### src/rtl/dmem_port_arbiter_pkg.sv
// Shared widths, owner encodings and reset constants for the data-memory port arbiter.
package dmem_port_arbiter_pkg;

  localparam int MEM_ADDR_BUS = 32;
  localparam int MEM_DATA_BUS = 32;

  typedef enum logic {
    OWNER_M0 = 1'b0,
    OWNER_M1 = 1'b1
  } owner_e;

  typedef struct packed {
    logic   valid;
    owner_e owner;
  } rd_tag_t;

  localparam logic                    DISABLE      = 1'b0;
  localparam logic [MEM_DATA_BUS-1:0] DATA_INITIAL = '0;

endpackage

### src/rtl/dmem_port_arbiter_if.sv
// One requester's view of the shared data-memory port: request fields in, grant and read return out.
interface dmem_port_arbiter_if #(
  parameter int ADDR_W = dmem_port_arbiter_pkg::MEM_ADDR_BUS,
  parameter int DATA_W = dmem_port_arbiter_pkg::MEM_DATA_BUS
) ();

  logic              req;
  logic              we;
  logic [ADDR_W-1:0] addr;
  logic [DATA_W-1:0] wdata;
  logic [3:0]        wea;
  logic              gnt;
  logic              rvalid;
  logic [DATA_W-1:0] rdata;

  modport master (output req, we, addr, wdata, wea, input gnt, rvalid, rdata);
  modport slave  (input req, we, addr, wdata, wea, output gnt, rvalid, rdata);

endinterface

### src/rtl/dmem_port_arbiter_rd_tag_pipe.sv
// RD_LAT-deep {valid, owner} shift register; the tail lines up with Data_in of the tagged read.
module dmem_port_arbiter_rd_tag_pipe
  import dmem_port_arbiter_pkg::*;
#(
  parameter int RD_LAT = 1
) (
  input  logic   clk,
  input  logic   rst,
  input  logic   push_vld,
  input  owner_e push_owner,
  output logic   tail_vld,
  output owner_e tail_owner
);

  rd_tag_t tag_q [RD_LAT];

  always_ff @(posedge clk) begin
    if (rst) begin
      for (int i = 0; i < RD_LAT; i++) tag_q[i] <= '0;
    end else begin
      tag_q[0].valid <= push_vld;
      tag_q[0].owner <= push_vld ? push_owner : OWNER_M0;
      for (int i = 1; i < RD_LAT; i++) tag_q[i] <= tag_q[i-1];
    end
  end

  assign tail_vld   = tag_q[RD_LAT-1].valid;
  assign tail_owner = tag_q[RD_LAT-1].owner;

endmodule

### src/rtl/dmem_port_arbiter.sv
// Two-master arbiter for the single data-memory port: same-cycle grant and port drive,
// read data routed back to the issuing master RD_LAT cycles later.
module dmem_port_arbiter
  import dmem_port_arbiter_pkg::*;
#(
  parameter int ADDR_W  = MEM_ADDR_BUS,
  parameter int DATA_W  = MEM_DATA_BUS,
  parameter int RD_LAT  = 1,
  parameter int RR_MODE = 0
) (
  input  logic              clk,
  input  logic              rst,
  dmem_port_arbiter_if.slave m0,
  dmem_port_arbiter_if.slave m1,
  output logic              mem_w,
  output logic [ADDR_W-1:0] Addr_out,
  output logic [DATA_W-1:0] Data_out,
  output logic [3:0]        DWea,
  input  logic [DATA_W-1:0] Data_in
);

  owner_e            last_gnt;
  logic              gnt0, gnt1;
  logic              rd_push;
  owner_e            rd_owner;
  logic              tail_vld;
  owner_e            tail_owner;
  logic              rvalid0, rvalid1;
  logic [DATA_W-1:0] rdata0_q, rdata1_q;

  always_comb begin
    gnt0 = DISABLE;
    gnt1 = DISABLE;
    if (!rst) begin
      if (m0.req && m1.req) begin
        // Round-robin hands a tie to whichever master was not served last.
        if (RR_MODE == 0 || last_gnt == OWNER_M1) gnt0 = 1'b1;
        else                                      gnt1 = 1'b1;
      end else begin
        gnt0 = m0.req;
        gnt1 = m1.req;
      end
    end
  end

  always_comb begin
    mem_w    = DISABLE;
    Addr_out = '0;
    Data_out = DATA_INITIAL;
    DWea     = '0;
    if (gnt0) begin
      mem_w    = m0.we;
      Addr_out = m0.addr;
      Data_out = m0.wdata;
      DWea     = m0.we ? m0.wea : 4'b0000;
    end else if (gnt1) begin
      mem_w    = m1.we;
      Addr_out = m1.addr;
      Data_out = m1.wdata;
      DWea     = m1.we ? m1.wea : 4'b0000;
    end
  end

  always_ff @(posedge clk) begin
    if (rst)       last_gnt <= OWNER_M0;
    else if (gnt0) last_gnt <= OWNER_M0;
    else if (gnt1) last_gnt <= OWNER_M1;
  end

  assign rd_push  = (gnt0 && !m0.we) || (gnt1 && !m1.we);
  assign rd_owner = gnt1 ? OWNER_M1 : OWNER_M0;

  dmem_port_arbiter_rd_tag_pipe #(.RD_LAT(RD_LAT)) u_rd_tag_pipe (
    .clk        (clk),
    .rst        (rst),
    .push_vld   (rd_push),
    .push_owner (rd_owner),
    .tail_vld   (tail_vld),
    .tail_owner (tail_owner)
  );

  assign rvalid0 = !rst && tail_vld && (tail_owner == OWNER_M0);
  assign rvalid1 = !rst && tail_vld && (tail_owner == OWNER_M1);

  // Data_in passes straight through on the return cycle; the register only holds it afterwards.
  always_ff @(posedge clk) begin
    if (rst) begin
      rdata0_q <= DATA_INITIAL;
      rdata1_q <= DATA_INITIAL;
    end else begin
      if (rvalid0) rdata0_q <= Data_in;
      if (rvalid1) rdata1_q <= Data_in;
    end
  end

  assign m0.gnt    = gnt0;
  assign m1.gnt    = gnt1;
  assign m0.rvalid = rvalid0;
  assign m1.rvalid = rvalid1;
  assign m0.rdata  = rvalid0 ? Data_in : rdata0_q;
  assign m1.rdata  = rvalid1 ? Data_in : rdata1_q;

endmodule

### src/flat_wrapper.sv
// flat-port wrapper written by rule: the top's interface ports become plain ports
module dmem_port_arbiter_flat import dmem_port_arbiter_pkg::*;
#(
  parameter int ADDR_W  = MEM_ADDR_BUS,
  parameter int DATA_W  = MEM_DATA_BUS,
  parameter int RD_LAT  = 1,
  parameter int RR_MODE = 0
)
  (clk, rst, mem_w, Addr_out, Data_out, DWea, Data_in, m0_req, m0_we, m0_addr, m0_wdata, m0_wea, m0_gnt, m0_rvalid, m0_rdata, m1_req, m1_we, m1_addr, m1_wdata, m1_wea, m1_gnt, m1_rvalid, m1_rdata);
  dmem_port_arbiter_if #(.ADDR_W(ADDR_W), .DATA_W(DATA_W)) m0_i ();
  dmem_port_arbiter_if #(.ADDR_W(ADDR_W), .DATA_W(DATA_W)) m1_i ();
  input  logic clk;
  input  logic rst;
  output logic mem_w;
  output logic [ADDR_W-1:0] Addr_out;
  output logic [DATA_W-1:0] Data_out;
  output logic [3:0] DWea;
  input  logic [DATA_W-1:0] Data_in;
  input wire logic [$bits(m0_i.req)-1:0] m0_req;
  input wire logic [$bits(m0_i.we)-1:0] m0_we;
  input wire logic [$bits(m0_i.addr)-1:0] m0_addr;
  input wire logic [$bits(m0_i.wdata)-1:0] m0_wdata;
  input wire logic [$bits(m0_i.wea)-1:0] m0_wea;
  output wire logic [$bits(m0_i.gnt)-1:0] m0_gnt;
  output wire logic [$bits(m0_i.rvalid)-1:0] m0_rvalid;
  output wire logic [$bits(m0_i.rdata)-1:0] m0_rdata;
  input wire logic [$bits(m1_i.req)-1:0] m1_req;
  input wire logic [$bits(m1_i.we)-1:0] m1_we;
  input wire logic [$bits(m1_i.addr)-1:0] m1_addr;
  input wire logic [$bits(m1_i.wdata)-1:0] m1_wdata;
  input wire logic [$bits(m1_i.wea)-1:0] m1_wea;
  output wire logic [$bits(m1_i.gnt)-1:0] m1_gnt;
  output wire logic [$bits(m1_i.rvalid)-1:0] m1_rvalid;
  output wire logic [$bits(m1_i.rdata)-1:0] m1_rdata;
  assign m0_i.req = m0_req;
  assign m0_i.we = m0_we;
  assign m0_i.addr = m0_addr;
  assign m0_i.wdata = m0_wdata;
  assign m0_i.wea = m0_wea;
  assign m0_gnt = m0_i.gnt;
  assign m0_rvalid = m0_i.rvalid;
  assign m0_rdata = m0_i.rdata;
  assign m1_i.req = m1_req;
  assign m1_i.we = m1_we;
  assign m1_i.addr = m1_addr;
  assign m1_i.wdata = m1_wdata;
  assign m1_i.wea = m1_wea;
  assign m1_gnt = m1_i.gnt;
  assign m1_rvalid = m1_i.rvalid;
  assign m1_rdata = m1_i.rdata;
  dmem_port_arbiter #(.ADDR_W(ADDR_W), .DATA_W(DATA_W), .RD_LAT(RD_LAT), .RR_MODE(RR_MODE)) u_core (.clk(clk), .rst(rst), .m0(m0_i), .m1(m1_i), .mem_w(mem_w), .Addr_out(Addr_out), .Data_out(Data_out), .DWea(DWea), .Data_in(Data_in));
endmodule
### config.mk
export PLATFORM = sky130hd
export DESIGN_NAME = dmem_port_arbiter_flat
export DESIGN_NICKNAME = d
export VERILOG_FILES = /design/src/rtl/dmem_port_arbiter_pkg.sv /design/src/rtl/dmem_port_arbiter_if.sv /design/src/rtl/dmem_port_arbiter_rd_tag_pipe.sv /design/src/rtl/dmem_port_arbiter.sv /design/src/flat_wrapper.sv
export SDC_FILE = /design/constraint.sdc
export NUM_CORES = 1
export LEC_CHECK = 0
export ABC_AREA = 1
export CAP_MARGIN = 10
export CORE_AREA = 3 3 120 122
export DETAILED_ROUTE_END_ITERATION = 7
export DIE_AREA = 0 0 123 125
export GPL_TIMING_DRIVEN = 0
export PLACE_DENSITY = 0.73
export SLEW_MARGIN = 0
export SYNTH_ARGS = -nofsm -noshare
export SYNTH_HDL_FRONTEND = slang
export SYNTH_HIERARCHICAL = 1
export SYNTH_SLANG_ARGS = --single-unit
### constraint.sdc
create_clock -name clk -period 1.5 [get_ports clk]
set_input_delay 0.225 -clock clk [delete_from_list [all_inputs] [get_ports clk]]
set_output_delay 0.225 -clock clk [all_outputs]
set_load 0.1 [all_outputs]
# Yosys cells after proc, flatten, opt, wreduce, memory -nomap -nowiden
# Memory sizes are Yosys's and may differ from the RTL's.
# Index checks and enable logic that the tools add are counted.
# totals
mem_count	1
reg_bits	64
ramBits	2
out_inout_bits	137
elab_cells	38
# mem_list
name	words	word_bits	rd	rd_clocked_by_memory_dff	wr	line_no	text
u_core.u_rd_tag_pipe.tag_q	1	2	1	0	2	dmem_port_arbiter_rd_tag_pipe.sv:15	rd_tag_t tag_q [RD_LAT];
# op_classes
muxes	23
reduce_logical	11
n_bitwise	1
# ops
cell	count
$mux W32	6
$mux W4	4
$mux W1	11
$logic_and A1 B1 Y1	6
$mux W2	2
$logic_not A1 Y1	3
$reduce_or A2 Y1	1
$logic_or A1 B1 Y1	1
$not A1 Y1	1

# Logic depth before layout (Yosys ltp)
# logic_depth
word_depth	6
depth_mapped	7
ltp_nobuf	5

# Modules after synthesis
# The synthesis kept the hierarchy.
# modules_own_cells
module	instances	area_each_um2	cells_per_inst
dmem_port_arbiter	1	3948.8	743
dmem_port_arbiter_rd_tag_pipe	1	57.6	6

# Worst setup path before layout
# No wires, ideal clock.
# synth_path
kind	input port to output port
from	input port rst
to	output port Addr_out[22]
path_stages	6
arrival_ps	2303
path_slack_ps	-1028
cell_sequence	inv_2 nand3_1 inv_2 clkbuf_1 nand2_1 nand2_1
# synth_between
elab_chain_cells	3
word_cells_on_any_way	4
cone_classes	mux (4)
# synth_lines
element	line_no	text
start: declaration	flat_wrapper.sv:13	input logic rst;
$mux W1	dmem_port_arbiter.sv:34	if (!rst) begin
named net m1_gnt	flat_wrapper.sv:32	output wire logic [$bits(m1_i.gnt)-1:0] m1_gnt;
$mux W32	dmem_port_arbiter.sv:56	end else if (gnt1) begin
$mux W32	dmem_port_arbiter.sv:51	if (gnt0) begin
end: declaration	flat_wrapper.sv:15	output logic [ADDR_W-1:0] Addr_out;
# The timed path passes the listed nets, and every way through them passes these cells.

# Worst setup path in the final report
# layout_path
from	memory u_core/u_rd_tag_pipe/tag_q[0][1] (netlist bit)
to	output port m1_rdata[13]
# layout_between
elab_chain_cells	4
# layout_lines
element	line_no	text
start: declaration	dmem_port_arbiter_rd_tag_pipe.sv:15	
$mem_v2 Z1 W2	--	
$logic_and A1 B1 Y1 (2 in a row)	dmem_port_arbiter.sv:83	assign rvalid1 = !rst && tail_vld && (tail_owner == OWNER_M1);
$mux W32	dmem_port_arbiter.sv:101	assign m1.rdata = rvalid1 ? Data_in : rdata1_q;
end: declaration	flat_wrapper.sv:34	output wire logic [$bits(m1_i.rdata)-1:0] m1_rdata;
# Every way passes these cells.

==> flow_summary.yaml <==
floorplanning:
  coreArea_sq_mm: 0.0133
  die_area_sq_mm: 0.0154
  std_cell_rows: 42
  io_pins: 311
  initial_core_util: 0.301
  fp.dieH_microns: 125
  die_w_microns: 123
grt:
  grt_use_total: 0.290
  antenna_found_initial: 2
  first_global_vias: 6139
  grt-ovfl-total: 0
  grt_max_degree: 13
  grt_pass1_wl_mm: 34.1
placement:
  place_inst: 1235
  place_congestion: 0.901
  hpwl_mm: 15.9
  numPortBuffers: 310
timing:
  rsz0062_at_grt: "yes"
  fin_crit_ps: 1920
  fmax_mhz: 521
  fin_skew_ps: 7.26
  finalMaxSlewViolations: 0
  slew_headroom: 0.610
  fin_crit_sh: 1.28
  setup_ws_ps: -418
  setup_viol: 76
  hold_violations: 0
  tightest_slew_ps: 585
drt:
  drt-pass1-iter-count: 5
  drtIter0Drc: 519
  vias: 6405
  totalWireLength_mm: 26.1
  avgRoutedWirePerCell_microns: 19.9
  ant_nets: 0
  viasPerCell: 4.89
  drc: 0
logic_synthesis:
  synth-seq-cells: 66
  synthesis.area_sq_mm: 0.00401
  synth_area_leader_cell: "dfxtp_1"
  synth_flop_cell: "dfxtp_1"
  syn_area_per_cell_sq_um: 5.35
  synth_top_area_frac: 0.330
  async_flop_share: 0
  synth_cell_types: 11
  synth_common_cells: "nand2_1, inv_1, nand3_1, nor2_1, dfxtp_1"
  synth-edff-count: 0
  synth.area.top_cells: "dfxtp_1, nand2_1, inv_1, nand3_1, nor2_1"
  ys.warnings.count: 6
  yosysMostFrequentCell: "nand2_1"
  syn_nets: 923
  ys_seq_area_frac: 0.330
  synthCells: 749
layout:
  area.growth.synth_to_final_pct: 180
  final_util: 0.843
  final_nets: 1302
  final_layout_size_suffix_gt1_frac: 0.490
  final_cells: 1311
setup_path:
  path_max_fanout: 10
  cp-end-kind: "primary output"
  critPathTopFamily: "buffers and inverters"
  cpMostUsedCell: "buf_8"
  crit_required_ps: 1270
  crit_slowest_cell: "dfxtp_4"
  path_class: "register to primary output"
  crit_path_start_kind: "register"
  critPathBufInv: 5
  max_stage_delay_ps: 350
  crit_chain: "inv_2, nor2_4, buf_12, buf_8, nand3_1, nand2_2, clkinvlp_4, buf_8"
  cp.arrival_ps: 1690
clock_tree:
  cts.hold.buffers_added: 0
  h-tree-depth: 3
  cts_buffers: 9
  clk_pin_slew_ps: 50
  cts_tree: "built"
  cts.sinks: 66
  clk_latency_ps: 340
  clockBufferDepth: 2
  clock-root-buffer: "clkbuf_16"
pwr:
  ir_drop_mv: 0.620
  power_density_mw_per_mm2: 672
  p_leak_uw: 0.00483
  total_power_uw: 7530
status:
  status: "finished with violations"
  violations: "negative setup slack"
hold_path:
  hp-class: "input port to register"
flow_run:
  cap_violations: 0
-- per-stage QoR --
step | instance area (sq um) | hold WS [ps] | worst slack (ps) | setup TNS, ps
after floorplan | 4790 | 292 | -321 | -7430
after global placement | 8110 | 551 | -1890 | -256900
after detailed placement | 8110 | 555 | -1920 | -261630
after CTS | 10500 | 175 | -338 | -20920
after global routing | 11200 | 173 | -465 | -27640
final | 11200 | 178 | -418 | -23100
-- registers in the layout, indices dropped and copies added, names as in the netlist --
register / count
u_core/rdata1_q: 32
u_core/rdata0_q: 32
u_core/u_rd_tag_pipe/tag_q: 2
-- report_power, final --
group | internal [uW] | switching, uW | leakage, uW | total [uW]
Sequential | 1780 | 11.4 | 0.000535 | 1790
Combinational | 1310 | 1990 | 0.00413 | 3300
Clock | 1630 | 811 | 0.000163 | 2440
-- layout make-up --
type                       instances  area, sq um
timing repair buffer             370         4780
clock inverter                     6          115
antenna                            2         5.00
buffer                            38          444
multi-input combinational        472         3170
fill                             678         2090
inverter                         171          917
tap                              176          220
clock buffer                      10          229
sequential                        66         1330
-- cells in the final DEF, fill, tap and decap left out, types with 4 or more instances in the layout --
cell / netlist / final
dfxtp_1: 66 / 64
nand2_4: 0 / 106
nor2_1: 67 / 65
clkbuf_16: 0 / 12
clkinvlp_4: 0 / 67
buf_2: 22 / 4
clkdlybuf4s50_1: 0 / 168
buf_4: 0 / 41
buf_6: 0 / 50
inv_1: 167 / 97
nand2_1: 334 / 142
clkbuf_1: 17 / 7
buf_12: 0 / 106
nand3_1: 67 / 31
nand3_2: 0 / 25
nand2_2: 0 / 86
nand3_4: 0 / 11
buf_8: 0 / 15
clkbuf_4: 0 / 5
-- per-layer routing --
layer,share of wire,vias to the layer above,GRT usage
met1,0.33,3005,0.310
li1,-,2897,-
met2,0.53,414,0.537
met5,0,-,0
met4,0.041,0,0.104
met3,0.098,89,0.0813
-- worst register-to-register path: stages (launching register included) --
cell	delay, ps
dfxtp_4	350
inv_2	50
nor2_4	110
buf_12	160
buf_8	150
nand3_1	130
nand2_2	140
buf_4	120
buf_4	90
nor2_1	30
-- cells by family after synthesis --
kind of cell | Yosys count | share of synthesized area
AO/OA/AOI/OAI | 2 | 0.00312
AND/OR/NAND/NOR | 470 | 0.463
buffers and inverters | 211 | 0.205
flip-flops | 66 | 0.330
-- repair_timing --
action                                  4_1_cts  5_1_grt
pin swaps                                    34       41
buffers inserted                             31       26
gates resized for setup                    1342      142
endpoints found under the setup margin      201      119
gates cloned                                  8        2
-- final timing paths --
check / slack [ps] / cells past startpoint / end / from
worst min register to register: 560 / 4 / u_core/rdata1_q[3]$_SDFF_PP0_ / u_core/rdata1_q[3]$_SDFF_PP0_
worst max register to register: 50 / 9 / u_core/rdata1_q[19]$_SDFF_PP0_ / u_core/u_rd_tag_pipe/tag_q[0][1]$_SDFF_PP0_
worst min-delay path: 180 / 3 / u_core/u_rd_tag_pipe/tag_q[0][0]$_SDFF_PP0_ / rst
worst max-delay path: -420 / 8 / m1_rdata[13] / u_core/u_rd_tag_pipe/tag_q[0][1]$_SDFF_PP0_
(Power assumes the default switching activity.)
